File: src/rtl/alu_rx_sequencer.sv
// -----------------------------------------------------------------------------
// alu_rx_sequencer
//
// Collects three bytes from a serial receiver (operand A, operand B, opcode),
// presents them as registered inputs to a combinational ALU, captures the ALU
// result and hands it to a byte transmitter through a start/done handshake.
//
// Ports
//   i_clk          system clock, rising edge
//   i_reset        synchronous active-high reset
//   i_rx_data      received byte, qualified by i_rx_done
//   i_rx_done      one-cycle pulse, byte available
//   i_alu_result   combinational ALU output
//   i_tx_done      one-cycle pulse, transmitter finished
//   o_alu_data_A   registered operand A
//   o_alu_data_B   registered operand B
//   o_alu_op       registered opcode
//   o_tx_data      registered result byte for the transmitter
//   o_tx_start     one-cycle pulse, start transmitting o_tx_data
//   o_busy         high while a result is being computed/sent
//   o_error        one-cycle pulse after an invalid opcode byte
// -----------------------------------------------------------------------------
module alu_rx_sequencer #(
    parameter int NB_DATA = 8,
    parameter int NB_OP   = 6
) (
    input  logic               i_clk,
    input  logic               i_reset,
    input  logic [NB_DATA-1:0] i_rx_data,
    input  logic               i_rx_done,
    input  logic [NB_DATA-1:0] i_alu_result,
    input  logic               i_tx_done,
    output logic [NB_DATA-1:0] o_alu_data_A,
    output logic [NB_DATA-1:0] o_alu_data_B,
    output logic [NB_OP-1:0]   o_alu_op,
    output logic [NB_DATA-1:0] o_tx_data,
    output logic               o_tx_start,
    output logic               o_busy,
    output logic               o_error
);

    typedef enum logic [2:0] {
        WAIT_A,
        WAIT_B,
        WAIT_OP,
        CALC,
        SEND,
        WAIT_TX
    } state_t;

    localparam int NUM_OPS = 8;

    localparam logic [NB_OP-1:0] OP_ADD = NB_OP'(6'b100000);

    // Table of legal opcodes, one NB_OP-wide slot per entry.
    localparam logic [NUM_OPS*NB_OP-1:0] OP_TABLE = {
        NB_OP'(6'b100000),  // ADD
        NB_OP'(6'b100010),  // SUB
        NB_OP'(6'b100100),  // AND
        NB_OP'(6'b100101),  // OR
        NB_OP'(6'b100110),  // XOR
        NB_OP'(6'b000011),  // SRA
        NB_OP'(6'b000010),  // SRL
        NB_OP'(6'b100111)   // NOR
    };

    state_t             state_reg,   state_next;
    logic [NB_DATA-1:0] data_a_reg,  data_a_next;
    logic [NB_DATA-1:0] data_b_reg,  data_b_next;
    logic [NB_OP-1:0]   op_reg,      op_next;
    logic [NB_DATA-1:0] tx_data_reg, tx_data_next;
    logic               tx_start_reg, tx_start_next;
    logic               busy_reg,    busy_next;
    logic               error_reg,   error_next;

    // ------------------------------------------------------------------
    // Opcode validation: upper bits must be zero and the low bits must
    // match one table entry.
    // ------------------------------------------------------------------
    logic [NUM_OPS-1:0] op_match;
    logic               upper_zero;
    logic               op_valid;

    generate
        for (genvar gi = 0; gi < NUM_OPS; gi++) begin : g_op_match
            assign op_match[gi] =
                (i_rx_data[NB_OP-1:0] == OP_TABLE[gi*NB_OP +: NB_OP]);
        end
    endgenerate

    // Shift form keeps this legal even when NB_OP == NB_DATA.
    assign upper_zero = ((i_rx_data >> NB_OP) == '0);
    assign op_valid   = upper_zero && (|op_match);

    // ------------------------------------------------------------------
    // State and datapath registers
    // ------------------------------------------------------------------
    always_ff @(posedge i_clk) begin
        if (i_reset) begin
            state_reg    <= WAIT_A;
            data_a_reg   <= '0;
            data_b_reg   <= '0;
            op_reg       <= OP_ADD;
            tx_data_reg  <= '0;
            tx_start_reg <= 1'b0;
            busy_reg     <= 1'b0;
            error_reg    <= 1'b0;
        end else begin
            state_reg    <= state_next;
            data_a_reg   <= data_a_next;
            data_b_reg   <= data_b_next;
            op_reg       <= op_next;
            tx_data_reg  <= tx_data_next;
            tx_start_reg <= tx_start_next;
            busy_reg     <= busy_next;
            error_reg    <= error_next;
        end
    end

    // ------------------------------------------------------------------
    // Next-state and next-output logic
    // ------------------------------------------------------------------
    always_comb begin
        state_next   = state_reg;
        data_a_next  = data_a_reg;
        data_b_next  = data_b_reg;
        op_next      = op_reg;
        tx_data_next = tx_data_reg;
        error_next   = 1'b0;

        unique case (state_reg)
            WAIT_A: begin
                if (i_rx_done) begin
                    data_a_next = i_rx_data;
                    state_next  = WAIT_B;
                end
            end
            WAIT_B: begin
                if (i_rx_done) begin
                    data_b_next = i_rx_data;
                    state_next  = WAIT_OP;
                end
            end
            WAIT_OP: begin
                if (i_rx_done) begin
                    if (op_valid) begin
                        op_next    = i_rx_data[NB_OP-1:0];
                        state_next = CALC;
                    end else begin
                        // Bad opcode aborts the command; the op register
                        // keeps the last legal opcode.
                        error_next = 1'b1;
                        state_next = WAIT_A;
                    end
                end
            end
            CALC: begin
                // ALU inputs have been stable for a full cycle here.
                tx_data_next = i_alu_result;
                state_next   = SEND;
            end
            SEND: begin
                state_next = WAIT_TX;
            end
            WAIT_TX: begin
                if (i_tx_done) begin
                    state_next = WAIT_A;
                end
            end
            default: begin
                state_next = WAIT_A;
            end
        endcase

        // Registered outputs are decoded from the state being entered so
        // they line up with that state without any combinational path.
        tx_start_next = (state_next == SEND);
        busy_next     = (state_next == CALC) || (state_next == SEND) ||
                        (state_next == WAIT_TX);
    end

    assign o_alu_data_A = data_a_reg;
    assign o_alu_data_B = data_b_reg;
    assign o_alu_op     = op_reg;
    assign o_tx_data    = tx_data_reg;
    assign o_tx_start   = tx_start_reg;
    assign o_busy       = busy_reg;
    assign o_error      = error_reg;

endmodule

File: config.mk
export PLATFORM = sky130hd
export DESIGN_NAME = alu_rx_sequencer
export DESIGN_NICKNAME = d
export VERILOG_FILES = /design/src/rtl/alu_rx_sequencer.sv
export SDC_FILE = /design/constraint.sdc
export NUM_CORES = 1
export LEC_CHECK = 0
export CAP_MARGIN = 25
export CORE_ASPECT_RATIO = 0.9
export CORE_MARGIN = 2
export CORE_UTILIZATION = 40
export CTS_CLUSTER_DIAMETER = 150
export DETAILED_ROUTE_END_ITERATION = 10
export PLACE_DENSITY_LB_ADDON = 0.15
export SLEW_MARGIN = 15
export SYNTH_ARGS = -nofsm -noshare
export SYNTH_HDL_FRONTEND = slang
export SYNTH_SLANG_ARGS = --single-unit
export TNS_END_PERCENT = 30
File: constraint.sdc
create_clock -name i_clk -period 1.5 [get_ports i_clk]
set_input_delay 0.3 -clock i_clk [delete_from_list [all_inputs] [get_ports i_clk]]
set_output_delay 0.3 -clock i_clk [all_outputs]
set_load 0.02 [all_outputs]
==> out/summary.log, run 1 <==
INFO  setup_path     critical_path.n_buffers_inverters=2
INFO  cts            cts_made_buffers=5
INFO  cts            cts_tree=done
INFO  setup_path     crit_path_start_kind=primary input
INFO  timing         finalClockSkew=0.00408ns
INFO  cells_and_area layout-area-overhead-vs-synth=56.2%
INFO  hold_path      whs_endpoint=o_tx_data[7]
INFO  die            top_level_ports=53
INFO  cts            clock_insertion_delay_at_the_later_pin_of_the_skew_report=0.28ns
INFO  cts            cts_htree_levels=2
INFO  cts            cts.hold.buffers_added=0
INFO  logic_synthesis yosysTopAreaCellShare=52.9%
INFO  routing        detail_route.drc_violations=0
INFO  cts            cts-root-buf=clkbuf_8
INFO  die            rows=20
INFO  routing        via_count=1322
INFO  cells_and_area antenna-diode-count=0
INFO  hold_path      hold_start=o_tx_data[7]
INFO  cts            cts_sinks=36
INFO  cells_and_area nets=250
INFO  global_routing globalRouteTotalUtil=19.0%
INFO  hold_path      hp-class=reg -> reg
INFO  cells_and_area post-route-cell-area=2130um^2
INFO  setup_path     path_cells=clkdlybuf4s50_1 > nor4_2 > buf_4 > o221ai_4 > or2_4 > o21ai_2
INFO  setup_path     r2r_setup_slack=0.12ns
INFO  routing        wl=3390um
INFO  setup_path     critPathKind=in -> reg
INFO  logic_synthesis yosys.area.top_type=dfxtp_1
INFO  logic_synthesis syn_area_per_cell=8.46um^2
INFO  power          swShare=25.7%
INFO  power          power.ir.vdd_worst=616uV
INFO  job            max_cap_viol_count=0
INFO  logic_synthesis synthesis.instances=161
INFO  cts            clock_tree_buf_depth=2
INFO  setup_path     reg2reg_from=state_reg[0]
INFO  power          combinationalPowerShare=15.6%
INFO  global_routing global_route.overflow_total=0
INFO  setup_path     worst_r2r_path_depth=4
INFO  setup_path     critical_path_arrival=1.63ns
INFO  die            floorplan.die_area=3890um^2
INFO  power          power_frac_seq=50.0%
INFO  cells_and_area number_of_fill_cells_in_the_layout=306
INFO  setup_path     cp_slowest_stage_delay=0.44ns
INFO  logic_synthesis synth-main-ff-cell=dfxtp_1
INFO  setup_path     reg2reg_to=o_alu_op[1]
INFO  routing        wl_per_cell=12.3um
INFO  power          leakage=0.942nW
INFO  global_routing grt_pass1_vias=1203
INFO  timing         final.setup.tns=0ns
INFO  power          p_int=0.00150W
INFO  timing         timing.slew.headroom=78.7%
INFO  status         outcome=finished, final reports clean
INFO  timing         worst-slew-pin-transition=0.319ns
INFO  logic_synthesis ys_warns=0
INFO  timing         min_period=1.42ns
INFO  logic_synthesis synth.yosys.seq_area_share=52.9%
INFO  place          routabilityCongestion=0.724
INFO  die            initial_utilization=40.9%
INFO  setup_path     path_max_fanout=7
INFO  timing         post-route-period-util=94.6%
INFO  logic_synthesis yosys-top-cells-area=dfxtp_1 53%, nand2_1 12%, a21oi_1 9.2%
INFO  place          place_inst=267
INFO  setup_path     worst_path_dominant_cell_family=buffers and inverters
INFO  setup_path     critical-path-slowest-cell=clkdlybuf4s50_1
INFO  timing         slew_violations=0
INFO  cells_and_area drive_above_1_share=16.5%
INFO  routing        routed_via_density=4.81
INFO  place          port_buf_inserts=52
INFO  logic_synthesis number_of_enable_type_register_cells_in_the_synthesized_netlist=0
INFO  logic_synthesis synthDistinctLibCells=26
INFO  hold_path      timing.hold.worst_path_depth=2
INFO  power          p_sw=0.000519W
INFO  timing         max_freq=0.704GHz
INFO  place          post_dp_cell_area=2060um^2
INFO  setup_path     end_kind=flip-flop
INFO  timing         rsz0062_at_grt=no
INFO  global_routing largest_net_degree_at_the_start_of_global_routing=25
INFO  place          place.detailed.hpwl=2450um
INFO  setup_path     critPathRequiredTime=1.71ns
INFO  routing        drt_first_iter_violations=97
INFO  global_routing grt_pass1_wl=5600um
INFO  die            fp.coreArea=3330um^2
INFO  logic_synthesis synth-async-reset-ratio=0%
INFO  global_routing antenna_found_initial=0
INFO  timing         setup_viol=0
INFO  routing        antenna_left=0
INFO  timing         final-hold-violation-count=0
INFO  logic_synthesis synthesis.nets=181
INFO  die            die_h=59.4um
INFO  routing        detail_route.first_pass.iterations=4
INFO  setup_path     timing.critical_path.from=i_rx_data[3]
INFO  power          total_power_divided_by_cell_area=950nW/um^2
INFO  timing         final_hold_slack=0.451ns
INFO  logic_synthesis post_synth_instance_area=1360um^2
INFO  power          clockPowerShare=34.4%
INFO  logic_synthesis synth_seq_cells=36
INFO  cells_and_area finalNonFillerCells=275
INFO  die            die_width=65.5um
INFO  cts            worst_setup_hold_path_clk_slew=0.07ns
==> per-layer routing <==
layer  share of wire (%)  vias to the layer above  track usage (%)
met5                   0                        -                0
met4                0.53                        0             6.25
met3                 5.7                        2             5.13
met2                  48                       35             30.3
met1                  46                      608             25.1
li1                    -                      677                -
==> cells in the mapped netlist (2+ instances only) <==
cell	number
clkbuf_1	7
o21ai_0	4
o21ai_2	3
nand2_1	42
nor3b_1	4
nand3_1	8
nor2b_1	5
nor2_1	6
nand2b_1	4
a21oi_2	2
dfxtp_1	36
buf_2	2
a21oi_1	25
==> cells by family (layout without fill, tap and decap cells) <==
| family | count (synthesis) | in the layout | share of synthesized area, % |
|---|---|---|---|
| xor gates and xnor gates | 1 | 1 | 0.643 |
| and+or+nand+nor | 76 | 76 | 26.4 |
| muxes | 1 | 1 | 0.735 |
| buffers and inverters | 9 | 79 | 2.66 |
| DFF | 36 | 36 | 52.9 |
| AOI/OAI and AO/OA | 38 | 38 | 16.6 |
==> how the worst max path moves through the flow <==
stage / endpoint / slack [ns] / cells after the start
6_report: o_alu_op[1] / 0.08 / 6
5_1_grt: o_alu_op[1] / 0.004 / 4
4_1_cts: o_error / 0.005 / 1
3_5_place_dp: o_alu_op[1] / -0.40 / 6
3_3_place_gp: o_alu_op[1] / -0.29 / 6
2_1_floorplan: o_alu_op[0] / 0.24 / 4
==> through the flow <==
step | power [W] | worst slack (ns) | util (%)
6_report | 0.00202 | 0.0805 | 63.9
2_1_floorplan | 0.00118 | 0.242 | -
4_1_cts | 0.00205 | 0.00469 | 63.8
5_1_grt | 0.00212 | 0.00371 | 63.9
3_3_place_gp | 0.00136 | -0.294 | 61.8
3_5_place_dp | 0.00137 | -0.396 | 61.8
==> placed cells by master, fill, tap and decap left out, types with 2 or more instances in the layout <==
cell type        Yosys  final
nand2_1             42     42
dfxtp_1             36     36
dlygate4sd2_1        0     35
a21oi_1             25     25
buf_4                0     18
clkdlybuf4s50_1      0     16
nand3_1              8      8
clkbuf_8             0      6
nor2b_1              5      5
nor2_1               6      5
nand2b_1             4      4
nor3b_1              4      4
o21ai_0              4      4
o21ai_2              3      3
a21oi_2              2      2
clkinv_2             0      2
==> cell type report <==
type / count / area [um^2] / share of cell area (%)
well taps: 44 / 55.1 / 2.59
clock inverters: 2 / 10.0 / 0.470
clock buffers: 6 / 82.6 / 3.88
multi-input cells: 116 / 626 / 29.4
repair buffers: 71 / 634 / 29.8
flip-flops and latches: 36 / 721 / 33.9
==> worst min-delay path, cell delays in order (launching register included) <==
cell,delay (ns)
dfxtp_1,0.31
nand2_1,0.05
a21oi_1,0.05
==> timing repair <==
item                       4_1_cts  5_1_grt
pin swaps                        2        1
hold endpoints to repair         0        0
gates resized for setup         37        2
setup endpoints to repair       41        4
buffers inserted                 0        0
==> power groups by stage <==
stage	clock network, W	registers (W)	logic (W)
after floorplan	0	0.00107	0.000112
after global placement	0	0.00103	0.000328
after detailed placement	0	0.00103	0.000333
after CTS	0.000719	0.00101	0.000317
after global routing	0.000758	0.00102	0.000343
final	0.000696	0.00101	0.000315
(Power assumes the default switching activity.)
==> inputs of run 2 (changes only) <==
--- a/config.mk
+++ b/config.mk
@@ -12,5 +12,5 @@
 export CTS_CLUSTER_DIAMETER = 150
 export DETAILED_ROUTE_END_ITERATION = 10
-export PLACE_DENSITY_LB_ADDON = 0.15
+export PLACE_DENSITY = 0.82
 export SLEW_MARGIN = 15
 export SYNTH_ARGS = -nofsm -noshare
==> constraint.sdc (replaced) <==
create_clock -name i_clk -period 1.5 [get_ports i_clk]
set_input_delay 0.45 -clock i_clk [delete_from_list [all_inputs] [get_ports i_clk]]
set_output_delay 0.45 -clock i_clk [all_outputs]
set_load 0.02 [all_outputs]
==> run 2 against run 1 <==
  * Wire length decreased by 3.7%
  * Critical path depth decreased by 1
  * Clock-buffer cell count increased by 2
  * Global-route usage decreased by 0.41 points
  * Cell area grew 1.0%
  * Cell count unchanged
==> out/summary.log, run 2 (synthesized netlist as in run 1, its figures left out) <==
INFO  status         outcome=finished, final reports clean [unchanged]
INFO  cts            cts_sinks=36 [unchanged]
INFO  die            fp.coreArea=3330um^2 [unchanged]
INFO  cts            cts.hold.buffers_added=0 [unchanged]
INFO  timing         setup_viol=0 [unchanged]
INFO  place          port_buf_inserts=52 [unchanged]
INFO  routing        detail_route.first_pass.iterations=4 [unchanged]
INFO  routing        via_count=1335 [was 1322]
INFO  global_routing antenna_found_initial=0 [unchanged]
INFO  die            die_h=59.4um [unchanged]
INFO  cts            worst_setup_hold_path_clk_slew=0.07ns [about the same]
INFO  setup_path     critPathRequiredTime=1.72ns [was 1.71 ns]
INFO  die            die_width=65.5um [unchanged]
INFO  place          routabilityCongestion=0.744 [was 0.724]
INFO  timing         min_period=1.45ns [was 1.42 ns]
INFO  global_routing globalRouteTotalUtil=18.6% [was 19.0%]
INFO  timing         max_freq=0.691GHz [was 0.704 GHz]
INFO  global_routing global_route.overflow_total=0 [unchanged]
INFO  routing        wl=3270um [was 3390 um]
INFO  power          power.ir.vdd_worst=555uV [was 616 uV]
INFO  die            initial_utilization=40.9% [unchanged]
INFO  global_routing grt_pass1_wl=5510um [was 5600 um]
INFO  die            floorplan.die_area=3890um^2 [unchanged]
INFO  power          power_frac_seq=49.9% [was 50.0%]
INFO  routing        drt_first_iter_violations=60 [was 97]
INFO  power          total_power_divided_by_cell_area=943nW/um^2 [was 950 nW/um^2]
INFO  power          swShare=25.0% [was 25.7%]
INFO  timing         final_hold_slack=0.439ns [was 0.451 ns]
INFO  timing         worst-slew-pin-transition=0.361ns [was 0.319 ns]
INFO  die            rows=20 [unchanged]
INFO  global_routing largest_net_degree_at_the_start_of_global_routing=23 [was 25]
INFO  place          place.detailed.hpwl=2380um [was 2450 um]
INFO  routing        antenna_left=0 [unchanged]
INFO  timing         final-hold-violation-count=0 [unchanged]
INFO  cells_and_area nets=250 [unchanged]
INFO  cts            cts_tree=done [unchanged]
INFO  setup_path     critPathKind=in -> reg [unchanged]
INFO  job            max_cap_viol_count=0 [unchanged]
INFO  setup_path     critical_path_arrival=1.67ns [was 1.63 ns]
INFO  timing         slew_violations=0 [unchanged]
INFO  place          place_worst_setup_slack=-0.562ns [was -0.396 ns]
INFO  power          p_int=0.00152W [was 0.00150 W]
INFO  cells_and_area antenna-diode-count=0 [unchanged]
INFO  power          p_sw=0.000506W [was 0.000519 W]
INFO  routing        wl_per_cell=11.9um [was 12.3 um]
INFO  timing         timing.slew.headroom=75.9% [was 78.7%]
INFO  timing         rsz0062_at_grt=no [unchanged]
INFO  cells_and_area most_frequent_cells_in_the_layout=41 x nand2_1, 35 x dlygate4sd2_1, 35 x dfxtp_1 [was 42 x nand2_1, 36 x dfxtp_1, 35 x dlygate4sd2_1]
INFO  hold_path      hp-class=in -> reg [was reg -> reg]
INFO  cts            cts-root-buf=clkbuf_8 [unchanged]
INFO  cts            cts_made_buffers=5 [unchanged]
INFO  setup_path     path_max_fanout=6 [was 7]
INFO  cells_and_area drive_above_1_share=18.6% [was 16.5%]
INFO  cells_and_area layout-area-overhead-vs-synth=57.8% [was 56.2%]
INFO  timing         post-route-period-util=96.4% [was 94.6%]
INFO  power          combinationalPowerShare=16.0% [was 15.6%]
INFO  routing        routed_via_density=4.85 [was 4.81]
INFO  routing        detail_route.drc_violations=0 [unchanged]
INFO  power          leakage=0.952nW [was 0.942 nW]
INFO  cts            clock_insertion_delay_at_the_later_pin_of_the_skew_report=0.28ns [about the same]
INFO  power          clockPowerShare=34.1% [was 34.4%]
INFO  timing         postLayoutSetupSlackWorst=0.0537ns [was 0.0805 ns]
INFO  cts            clock_tree_buf_depth=2 [unchanged]
INFO  global_routing grt_pass1_vias=1308 [was 1203]
INFO  setup_path     crit_path_start_kind=primary input [unchanged]
INFO  setup_path     end_kind=flip-flop [unchanged]
INFO  die            top_level_ports=53 [unchanged]
INFO  timing         finalClockSkew=0.00389ns [was 0.00408 ns]
INFO  cts            cts_htree_levels=2 [unchanged]
INFO  cells_and_area layout_commonest_cell=nand2_1 [unchanged]
==> run 2: changes by cell type in the layout (fill, tap and decap cells not counted), moves of 2 or more <==
cell / delta
nor2b_1: -2
clkinv_2: -2
clkdlybuf4s50_1: -4
clkbuf_1: +2
clkbuf_2: +2
==> run 2: worst paths after layout <==
| kind | from | end | slack, ns | depth (start not counted) |
|---|---|---|---|---|
| setup / recovery | i_rx_done | o_alu_op[2] | 0.05 | 5 |
| hold / removal | i_rx_data[3] | o_alu_data_A[3] | 0.44 | 3 |
| setup reg to reg | state_reg[2] | o_alu_op[2] | 0.10 | 4 |
| hold reg to reg | o_alu_data_B[2] | o_alu_data_B[2] | 0.45 | 2 |
==> run 2: power by group through the flow <==
stage | registers [W] | clock network (W) | logic [W]
6_report | 0.00101 | 0.000690 | 0.000324
3_5_place_dp | 0.00103 | 0 | 0.000339
5_1_grt | 0.00102 | 0.000754 | 0.000352
4_1_cts | 0.00101 | 0.000712 | 0.000324
2_1_floorplan | 0.00107 | 0 | 0.000112
3_3_place_gp | 0.00103 | 0 | 0.000337
==> run 2: final cells by class <==
| class | instances | area [um^2] |
|---|---|---|
| flip-flops and latches | 36 | 722 |
| clock buffers | 8 | 90.1 |
| well taps | 44 | 55.1 |
| repair buffers | 71 | 639 |
| multi-input cells | 116 | 643 |
| fillers | 295 | 1180 |
==> run 2: per-stage QoR <==
stage / cells / setup TNS (ns) / instance area, um^2 / total power (W) / util (%)
2_1_floorplan: 161 / 0 / 1360 / 0.00118 / -
3_3_place_gp: 267 / -8.71 / 2070 / 0.00137 / 62.2
3_5_place_dp: 267 / -8.73 / 2070 / 0.00137 / 62.2
4_1_cts: 275 / 0 / 2140 / 0.00205 / 64.2
5_1_grt: 275 / 0 / 2150 / 0.00212 / 64.6
6_report: 275 / 0 / 2150 / 0.00203 / 64.6
==> run 2: repair_timing <==
action | in CTS | in global routing
endpoints found under the setup margin | 51 | 11
cloned | 0 | 0
setup buffers | 0 | 0
pin swaps | 2 | 4
resized for setup | 42 | 12
==> run 2: worst max-delay path, cell delays in order <==
cell and delay, ns:
clkdlybuf4s50_1 0.54, buf_4 0.16, nand2_2 0.08, or2_4 0.31
o21ai_2 0.13
==> run 2: routing by layer <==
| metal | vias to the layer above | wire length [um] | track usage, % |
|---|---|---|---|
| met5 | - | 0 | 0 |
| met4 | 0 | 57 | 7.14 |
| met3 | 6 | 232 | 5.89 |
| met2 | 39 | 1600 | 34.1 |
| met1 | 613 | 1380 | 20.0 |
| li1 | 677 | - | - |
